<file path="config.mk">
export PLATFORM = sky130hd
export DESIGN_NAME = instr_fetch_unit_flat
export DESIGN_NICKNAME = d
export VERILOG_FILES = /design/src/rtl/instr_fetch_unit_if.sv /design/src/rtl/instr_fetch_unit.sv /design/src/flat_wrapper.sv
export SDC_FILE = /design/constraint.sdc
export NUM_CORES = 1
export LEC_CHECK = 0
export ABC_AREA = 1
export BUFFER_PORTS_ARGS = -buffer_cell sky130_fd_sc_hd__buf_4
export CAP_MARGIN = 10
export CORE_AREA = 2 2 159 161
export DETAILED_ROUTE_END_ITERATION = 10
export DIE_AREA = 0 0 161 163
export GPL_TIMING_DRIVEN = 1
export PLACE_DENSITY_LB_ADDON = 0.2
export SYNTH_ARGS = -nofsm -noshare
export SYNTH_HDL_FRONTEND = slang
export SYNTH_SLANG_ARGS = --single-unit
</file>
<file path="constraint.sdc">
create_clock -name clk -period 4.6 [get_ports clk]
set_input_delay 0.46 -clock clk [delete_from_list [all_inputs] [get_ports clk]]
set_output_delay 0.46 -clock clk [all_outputs]
set_load 0.02 [all_outputs]
</file>
<file path="src/rtl/instr_fetch_unit_if.sv">
// Bus bundle between the fetch unit and its environment: instruction ROM port,
// decode-side valid/ready stream, redirect request and completion flag.
interface instr_fetch_unit_if;
  logic [31:0] imem_addr;
  logic [31:0] imem_data;
  logic        out_valid;
  logic        out_ready;
  logic [31:0] out_instr;
  logic [31:0] out_pc;
  logic        redirect_valid;
  logic [31:0] redirect_pc;
  logic        done;

  modport master (
    output imem_addr, out_valid, out_instr, out_pc, done,
    input  imem_data, out_ready, redirect_valid, redirect_pc
  );

  modport slave (
    input  imem_addr, out_valid, out_instr, out_pc, done,
    output imem_data, out_ready, redirect_valid, redirect_pc
  );
endinterface

</file>
<file path="src/rtl/instr_fetch_unit.sv">
// Instruction fetch unit: owns the PC, reads a combinational ROM and buffers
// {pc, instr} pairs in a prefetch FIFO feeding decode; redirects flush the FIFO.
module instr_fetch_unit #(
  parameter logic [31:0] RESET_PC   = 32'd0,
  parameter logic [31:0] END_PC     = 32'd360,
  parameter logic [31:0] PC_STEP    = 32'd4,
  parameter int unsigned FIFO_DEPTH = 4
) (
  input logic               clk,
  input logic               rst_n,
  instr_fetch_unit_if.master bus
);

  localparam int AW = $clog2(FIFO_DEPTH);
  localparam int CW = $clog2(FIFO_DEPTH + 1);
  localparam logic [CW-1:0] FULL = CW'(FIFO_DEPTH);

  typedef enum logic [1:0] {RUN, DRAIN, DONE} state_t;

  state_t          state, state_next;
  logic [31:0]     pc;
  logic [31:0]     pc_inc;
  logic [31:0]     redirect_target;
  logic [AW-1:0]   wr_ptr, rd_ptr;
  logic [CW-1:0]   count, count_next;
  logic            done_q;
  logic            push, pop, valid_int;
  logic [31:0]     fifo_pc    [FIFO_DEPTH];
  logic [31:0]     fifo_instr [FIFO_DEPTH];

  assign redirect_target = {bus.redirect_pc[31:2], 2'b00};
  assign pc_inc          = pc + PC_STEP;
  assign valid_int       = (count != '0) && (state != DONE);
  assign pop             = valid_int && bus.out_ready;
  // A full FIFO may still accept a word when its head leaves in the same cycle.
  assign push            = (state == RUN) && (pc < END_PC) && !bus.redirect_valid &&
                           ((count < FULL) || pop);

  always_comb begin
    count_next = count;
    if (push && !pop) count_next = count + CW'(1);
    if (pop && !push) count_next = count - CW'(1);
  end

  always_comb begin
    state_next = state;
    if (bus.redirect_valid) begin
      state_next = (redirect_target < END_PC) ? RUN : DONE;
    end else begin
      case (state)
        RUN:     if (push && (pc_inc >= END_PC)) state_next = DRAIN;
        DRAIN:   if (count_next == '0) state_next = DONE;
        DONE:    state_next = DONE;
        default: state_next = RUN;
      endcase
    end
  end

  always_ff @(posedge clk or negedge rst_n) begin
    if (!rst_n) state <= (RESET_PC >= END_PC) ? DONE : RUN;
    else        state <= state_next;
  end

  // Redirect wins over any same-cycle push or pop.
  always_ff @(posedge clk or negedge rst_n) begin
    if (!rst_n) begin
      pc     <= RESET_PC;
      wr_ptr <= '0;
      rd_ptr <= '0;
      count  <= '0;
      done_q <= 1'b0;
    end else begin
      done_q <= (state_next == DONE);
      if (bus.redirect_valid) begin
        pc     <= redirect_target;
        wr_ptr <= '0;
        rd_ptr <= '0;
        count  <= '0;
      end else begin
        if (push) begin
          pc     <= pc_inc;
          wr_ptr <= wr_ptr + AW'(1);
        end
        if (pop) rd_ptr <= rd_ptr + AW'(1);
        count <= count_next;
      end
    end
  end

  always_ff @(posedge clk) begin
    if (push) begin
      fifo_pc[wr_ptr]    <= pc;
      fifo_instr[wr_ptr] <= bus.imem_data;
    end
  end

  assign bus.imem_addr = pc;
  assign bus.out_valid = valid_int;
  assign bus.out_instr = valid_int ? fifo_instr[rd_ptr] : '0;
  assign bus.out_pc    = valid_int ? fifo_pc[rd_ptr] : '0;
  assign bus.done      = done_q;

endmodule

</file>
<file path="src/flat_wrapper.sv">
// flat-port wrapper written by rule: the top's interface ports become plain ports
module instr_fetch_unit_flat 
#(
  parameter logic [31:0] RESET_PC   = 32'd0,
  parameter logic [31:0] END_PC     = 32'd360,
  parameter logic [31:0] PC_STEP    = 32'd4,
  parameter int unsigned FIFO_DEPTH = 4
)
  (clk, rst_n, bus_imem_addr, bus_out_valid, bus_out_instr, bus_out_pc, bus_done, bus_imem_data, bus_out_ready, bus_redirect_valid, bus_redirect_pc);
  instr_fetch_unit_if bus_i ();
  input logic clk;
  input logic rst_n;
  output wire logic [$bits(bus_i.imem_addr)-1:0] bus_imem_addr;
  output wire logic [$bits(bus_i.out_valid)-1:0] bus_out_valid;
  output wire logic [$bits(bus_i.out_instr)-1:0] bus_out_instr;
  output wire logic [$bits(bus_i.out_pc)-1:0] bus_out_pc;
  output wire logic [$bits(bus_i.done)-1:0] bus_done;
  input wire logic [$bits(bus_i.imem_data)-1:0] bus_imem_data;
  input wire logic [$bits(bus_i.out_ready)-1:0] bus_out_ready;
  input wire logic [$bits(bus_i.redirect_valid)-1:0] bus_redirect_valid;
  input wire logic [$bits(bus_i.redirect_pc)-1:0] bus_redirect_pc;
  assign bus_imem_addr = bus_i.imem_addr;
  assign bus_out_valid = bus_i.out_valid;
  assign bus_out_instr = bus_i.out_instr;
  assign bus_out_pc = bus_i.out_pc;
  assign bus_done = bus_i.done;
  assign bus_i.imem_data = bus_imem_data;
  assign bus_i.out_ready = bus_out_ready;
  assign bus_i.redirect_valid = bus_redirect_valid;
  assign bus_i.redirect_pc = bus_redirect_pc;
  instr_fetch_unit #(.RESET_PC(RESET_PC), .END_PC(END_PC), .PC_STEP(PC_STEP), .FIFO_DEPTH(FIFO_DEPTH)) u_core (.clk(clk), .rst_n(rst_n), .bus(bus_i));
endmodule
</file>
; After elaboration in Yosys (flattened, before gate mapping)
; Memories as Yosys holds them, arrays and structs flattened.
; Index checks and enable logic that the tools add are counted.
[word_totals]
regBits = 42
ram_bits = 256
inputBits = 68
output_inout_bits = 98
elab_cells = 56
mem_count = 2
[mem_list]
columns = name, depth, word_bits, read_ports, rd_clocked_by_memory_dff, wr, line_no
row1 = u_core.fifo_instr, 4, 32, 1, 0, 1, instr_fetch_unit.sv:29  ; logic [31:0] fifo_instr [FIFO_DEPTH];
row2 = u_core.fifo_pc, 4, 32, 1, 0, 1, instr_fetch_unit.sv:28  ; logic [31:0] fifo_pc [FIFO_DEPTH];
[op_classes]
add_sub_neg = 5
magnitude_cmp = 4
eq_ne = 4
n_mux = 18
reduce_logical = 17
[ops]
columns = op, count
row1 = $mux W32, 4
row2 = $lt A32 B9 Y1 const B, 2
row3 = $add A32 B3 Y32 const B, 1
row4 = $ge A32 B9 Y1 const B, 1
row5 = $mux W2, 8
row6 = $mux W3, 3
row7 = $logic_and A1 B1 Y1, 8
row8 = $pmux W2 S3, 1
row9 = $add A2 B1 Y2 const B, 2
row10 = $eq A2 B2 Y1 const B, 2
row11 = $reduce_bool A2 Y1, 2
row12 = $add A3 B1 Y3 const B, 1
row13 = $logic_not A1 Y1, 3
row14 = $logic_not A3 Y1, 1
row15 = $lt A3 B3 Y1 const B, 1
row16 = $reduce_bool A3 Y1, 1
row17 = $sub A3 B1 Y3 const B, 1
row18 = $eq A2 B1 Y1 const B, 1
row19 = $logic_not A2 Y1, 1
row20 = $mux W1, 2
row21 = $ne A2 B2 Y1 const B, 1
row22 = $logic_or A1 B1 Y1, 1

; Longest topological paths before layout
[depth]
word_depth = 13
mapped_depth = 16
mapped_depth_nobuf = 16

; Worst setup path before layout
; OpenSTA, ideal clock, no wires.
[synth_timing]
kind = reg-to-reg
startpoint = register u_core.count[0]
endpoint = memory u_core.fifo_instr[0][0] (enable)
setup_ns = 0.482
arrival_time_ns = 3.981
t_required_ns = 4.118
slack_ns = 0.137
path_stages_with_launch = 11
path_buffers = 1
synth_period_minus_slack_ns = 4.463
cell_sequence = dfrtp_1 inv_1 ha_1 nand2_2 nand3_4 nand2_1 nand3_2 clkinv_1 nand2_1 clkbuf_1 nor2_1
[synth_between]
elab_chain_cells = 7
word_cells_on_any_way = 8
classes_between = 1 x order compare / 2 x mux / 5 x reduce/logical
[synth_lines]
columns = item, line_no
row1 = from (decl), instr_fetch_unit.sv:25  ; logic [CW-1:0] count, count_next;
row2 = from (signal assigned), instr_fetch_unit.sv:85  ; count <= count_next;
row3 = "parallel branches: the longest is 3 deep, another holds $lt A3 B3 Y1", n/a
row4 = $logic_or A1 B1 Y1 (*), instr_fetch_unit.sv:37  ; ((count < FULL) || pop);
row5 = $logic_and A1 B1 Y1 (*), instr_fetch_unit.sv:36  ; assign push = (state == RUN) && (pc < END_PC) && !bus.redirect_valid &&
row6 = $mux W1 (*), instr_fetch_unit.sv:91  ; if (push) begin
row7 = $mux W1 (implied by the code) (*), instr_fetch_unit.sv:93  ; fifo_instr[wr_ptr] <= bus.imem_data;
row8 = to (decl), instr_fetch_unit.sv:29
; Mark *: on every way between the ends.

; Worst setup path after layout
[layout_timing]
startpoint = register u_core.rd_ptr[0]
endpoint = output port bus_out_pc[27]
[layout_between]
elab_chain_cells = 2
[layout_lines]
columns = item, line_no
row1 = from (decl), instr_fetch_unit.sv:24  ; logic [AW-1:0] wr_ptr, rd_ptr;
row2 = from (signal assigned), instr_fetch_unit.sv:84  ; if (pop) rd_ptr <= rd_ptr + AW'(1);
row3 = $mem_v2 Z4 W32, n/a
row4 = $mux W32, instr_fetch_unit.sv:100  ; assign bus.out_pc = valid_int ? fifo_pc[rd_ptr] : '0;
row5 = to (decl), flat_wrapper.sv:16  ; output wire logic [$bits(bus_i.out_pc)-1:0] bus_out_pc;
; Every way passes these cells.

==> run_summary.xml <==
<?xml version="1.0" encoding="UTF-8"?>
<metrics>
  <group name="status">
    <metric name="status" unit="">finished, final reports clean</metric>
  </group>
  <group name="power">
    <metric name="pwr-share-seq" unit="%">52.9</metric>
    <metric name="combPwrFrac" unit="%">4.8</metric>
    <metric name="intPower" unit="mW">4.40</metric>
    <metric name="clock_power_share" unit="%">42.3</metric>
    <metric name="static-leakage-power" unit="nW">5.88</metric>
    <metric name="ir_worst_vdd" unit="uV">247</metric>
    <metric name="p_switching" unit="mW">1.17</metric>
    <metric name="cellPowerDensity" unit="nW/um^2">369</metric>
    <metric name="totalPowerFinal" unit="mW">5.57</metric>
    <metric name="sw_frac_of_total" unit="%">21.1</metric>
  </group>
  <group name="timing">
    <metric name="max_clock_skew" unit="ns">0.0102</metric>
    <metric name="worstMarginPinSlew" unit="ns">1.11</metric>
    <metric name="final.setup.tns" unit="ns">0</metric>
    <metric name="worst_slew_margin_rel" unit="%">26.2</metric>
    <metric name="rsz0062_at_grt" unit="">false</metric>
    <metric name="timing.final.hold_violations" unit="">0</metric>
    <metric name="period_minus_slack" unit="ns">3.33</metric>
    <metric name="max_freq" unit="GHz">0.300</metric>
    <metric name="setup_viol_count_final" unit="">0</metric>
    <metric name="maxSlewViolCount" unit="">0</metric>
    <metric name="min_period_over_period" unit="%">72.4</metric>
  </group>
  <group name="route">
    <metric name="ant_nets" unit="">0</metric>
    <metric name="route.detailed.drc" unit="">0</metric>
    <metric name="drt_pass1_iterations" unit="">7</metric>
    <metric name="routed_via_density" unit="">5.28</metric>
    <metric name="routed_wl" unit="um">29600</metric>
    <metric name="wl_per_cell" unit="um">17.4</metric>
    <metric name="detailroute.via_count" unit="">9002</metric>
    <metric name="drt_iter0_drc" unit="">750</metric>
  </group>
  <group name="global_route">
    <metric name="grtUsageTotal" unit="%">22.5</metric>
    <metric name="grt_pass1_vias" unit="">8828</metric>
    <metric name="antenna_found_initial" unit="">0</metric>
    <metric name="globalRoute.totalOverflow" unit="">0</metric>
    <metric name="wire_length_of_the_first_global_routing_pass" unit="um">46200</metric>
    <metric name="grt_max_degree" unit="">99</metric>
  </group>
  <group name="floorplan">
    <metric name="fp.dieW" unit="um">161</metric>
    <metric name="die_h" unit="um">163</metric>
    <metric name="initial_utilization" unit="%">50.9</metric>
    <metric name="fp.coreArea" unit="sq um">24700</metric>
    <metric name="die-area" unit="sq um">26200</metric>
    <metric name="floorplan.rows" unit="">58</metric>
    <metric name="pin_count" unit="">166</metric>
  </group>
  <group name="yosys">
    <metric name="synthCells" unit="">1203</metric>
    <metric name="seq_area_frac_synth" unit="%">67.3</metric>
    <metric name="syn_area_per_cell" unit="sq um">10.4</metric>
    <metric name="synth_largest_area_cell" unit="">sky130_fd_sc_hd__edfxtp_1</metric>
    <metric name="ys_types" unit="">32</metric>
    <metric name="netlist.area_leader.share" unit="%">59.3</metric>
    <metric name="post_synth_main_area_contributors" unit="">sky130_fd_sc_hd__edfxtp_1 59%, sky130_fd_sc_hd__nor2_1 9.2%, sky130_fd_sc_hd__dfrtp_1 8.0%, sky130_fd_sc_hd__o21ai_0 5.4%, sky130_fd_sc_hd__nand2_1 3.9%</metric>
    <metric name="syn-cell-area" unit="sq um">12600</metric>
    <metric name="post_synthesis_sequential_element_count" unit="">288</metric>
    <metric name="number_of_synthesis_warnings" unit="">0</metric>
  </group>
  <group name="min_path">
    <metric name="whs_path_depth" unit="">1</metric>
    <metric name="worstHoldPathType" unit="">in -&gt; reg</metric>
    <metric name="timing.hold.worst.start" unit="">bus_imem_data[0]</metric>
  </group>
  <group name="place">
    <metric name="place.gp.congestion" unit="">0.947</metric>
    <metric name="place.detailed.hpwl" unit="um">18000</metric>
    <metric name="buffer_ports.inserted" unit="">159</metric>
  </group>
  <group name="worst_setup_path">
    <metric name="critPathArrivalTime" unit="ns">2.87</metric>
    <metric name="worstSetupEndpointType" unit="">primary output</metric>
    <metric name="cpMaxStageDelayCell" unit="">sky130_fd_sc_hd__buf_4</metric>
    <metric name="cp_data_required_time" unit="ns">4.14</metric>
    <metric name="critical_path_type" unit="">reg -&gt; out</metric>
    <metric name="cp-start-kind" unit="">flop</metric>
    <metric name="r2r.worst_path.cells" unit="">10</metric>
    <metric name="crit_start" unit="">u_core.rd_ptr[0]</metric>
    <metric name="reg2reg_from" unit="">u_core.count[0]</metric>
    <metric name="critical-path-max-stage-delay" unit="ns">0.85</metric>
    <metric name="crit_chain" unit="">buf_4, nor2_1, nor2_1, o21ai_0, a21oi_1, buf_4</metric>
    <metric name="worst-path-max-fanout" unit="">98</metric>
  </group>
  <group name="clock_tree">
    <metric name="cts.hold.buffers_added" unit="">1</metric>
    <metric name="clock_network_latency_to_the_later_pin_of_the_worst_skew_pair" unit="ns">0.53</metric>
    <metric name="post_cts.repair.setup_buffers" unit="">0</metric>
    <metric name="cts-buffers-inserted" unit="">29</metric>
    <metric name="clkSinkCount" unit="">288</metric>
    <metric name="cts.htree.levels" unit="">1</metric>
    <metric name="clkSlewWorstSetupHoldPaths" unit="ns">0.06</metric>
    <metric name="post_cts_resize_count" unit="">0</metric>
    <metric name="tritoncts" unit="">done</metric>
    <metric name="clk_root_buffer_cell" unit="">sky130_fd_sc_hd__clkbuf_16</metric>
    <metric name="clock_tree.buffer_depth" unit="">3</metric>
  </group>
  <group name="layout">
    <metric name="antenna-diode-count" unit="">0</metric>
    <metric name="syn_to_final_growth" unit="%">20.3</metric>
    <metric name="final_layout_size_suffix_gt1_share" unit="%">18.7</metric>
    <metric name="final_net_count" unit="">1430</metric>
  </group>
  <group name="run">
    <metric name="cap_violations" unit="">0</metric>
  </group>
</metrics>
cells by family (layout without fill, tap and decap cells):
| logic type | Yosys count | in the layout | synth area share (%) |
|---|---|---|---|
| buf+inv | 144 | 313 | 4.45 |
| flops | 288 | 288 | 67.3 |
| other cells | 1 | 4 | 0.0299 |
| xor+xnor | 8 | 8 | 0.558 |
| simple gates | 522 | 522 | 17.2 |
| fa+ha+maj | 9 | 9 | 0.897 |
| compound gates | 231 | 231 | 9.60 |
flip-flops by register name (all words and copies together), names as in the netlist:
register              flops
u_core.bus.done           1
u_core.state              2
u_core.count              3
u_core.wr_ptr             2
u_core.rd_ptr             2
u_core.fifo_instr       128
u_core.bus.imem_addr     30
u_core.fifo_pc          120
metrics by stage:
step           setup slack, ns  hold WS (ns)  utilization, %  instances  instance area (sq um)
2_1_floorplan            0.137         0.164               -       1206                  12600
3_3_place_gp              1.64         0.479            57.2       1651                  14100
3_5_place_dp              1.58         0.484            57.2       1651                  14100
4_1_cts                   1.19         0.103            61.2       1705                  15100
5_1_grt                   1.02         0.102            61.2       1705                  15100
6_report                  1.27         0.127            61.2       1705                  15100
synth_stat cells, drive strengths merged:
cell    instances
clkinv          2
a21oi          68
xor2            6
o211ai          3
o221ai          5
nor2          321
xnor2           2
o21ai         137
o22ai          18
ha              9
nand2         137
inv            85
buf            18
nor3            7
nand3b          2
dfrtp          40
conb            1
edfxtp        248
clkbuf         39
nand4          13
nand3          41
nor4            1
placed cells by master, fill, tap and decap left out, drive strengths merged, types with 3 or more instances in the layout:
cell and count:
clkinv 14, o22ai 18, dfrtp 40, conb 4, nand2 137, inv 86, a21oi 68, buf 172
nand3 41, o221ai 5, xor2 6, bufinv 3, nor2 321, clkbuf 36, nor3 7, edfxtp 248
o21ai 137, ha 9, o211ai 3, nand4 13
layer usage:
layer	global-route usage (%)	share of wire, %
met5	0	0
met4	5.88	2.0
met3	3.23	5.4
met2	39.4	50
met1	29.8	43
area by class of cell:
cell class | instances | area [sq um]
fillers | 2043 | 9570
flip-flops and latches | 288 | 8450
multi-input cells | 774 | 3590
repair buffers | 173 | 1340
clock buffers | 36 | 812
well taps | 330 | 413
inverters | 87 | 328
clock inverters | 17 | 169
power by group through the flow:
| stage | combinational [mW] | clock [mW] | sequential, mW |
|---|---|---|---|
| final | 0.265 | 2.36 | 2.95 |
| after CTS | 0.265 | 2.40 | 2.95 |
| after global placement | 0.260 | 0 | 3.00 |
| after global routing | 0.292 | 2.52 | 2.95 |
| after floorplan | 0.106 | 0 | 3.00 |
| after detailed placement | 0.263 | 0 | 3.00 |
worst max-delay path: cells and delay by family, from the launching register on:
kind / cells / cell delay [ns]
AOI/OAI and AO/OA: 2 / 0.32
and+or+nand+nor: 2 / 0.23
DFF: 1 / 0.64
buffers and inverters: 2 / 1.03
worst paths after layout:
path | slack [ns] | endpoint
max | 1.27 | bus_out_pc[27]
min | 0.13 | u_core.fifo_instr[1][0]
max reg2reg | 1.62 | u_core.fifo_instr[2][28]
min reg2reg | 0.58 | u_core.wr_ptr[0]
max in group asynchronous | 3.72 | u_core.rd_ptr[0]
min in group asynchronous | 0.45 | u_core.bus.imem_addr[21]
Note: power is estimated with default switching activity, not from simulation.
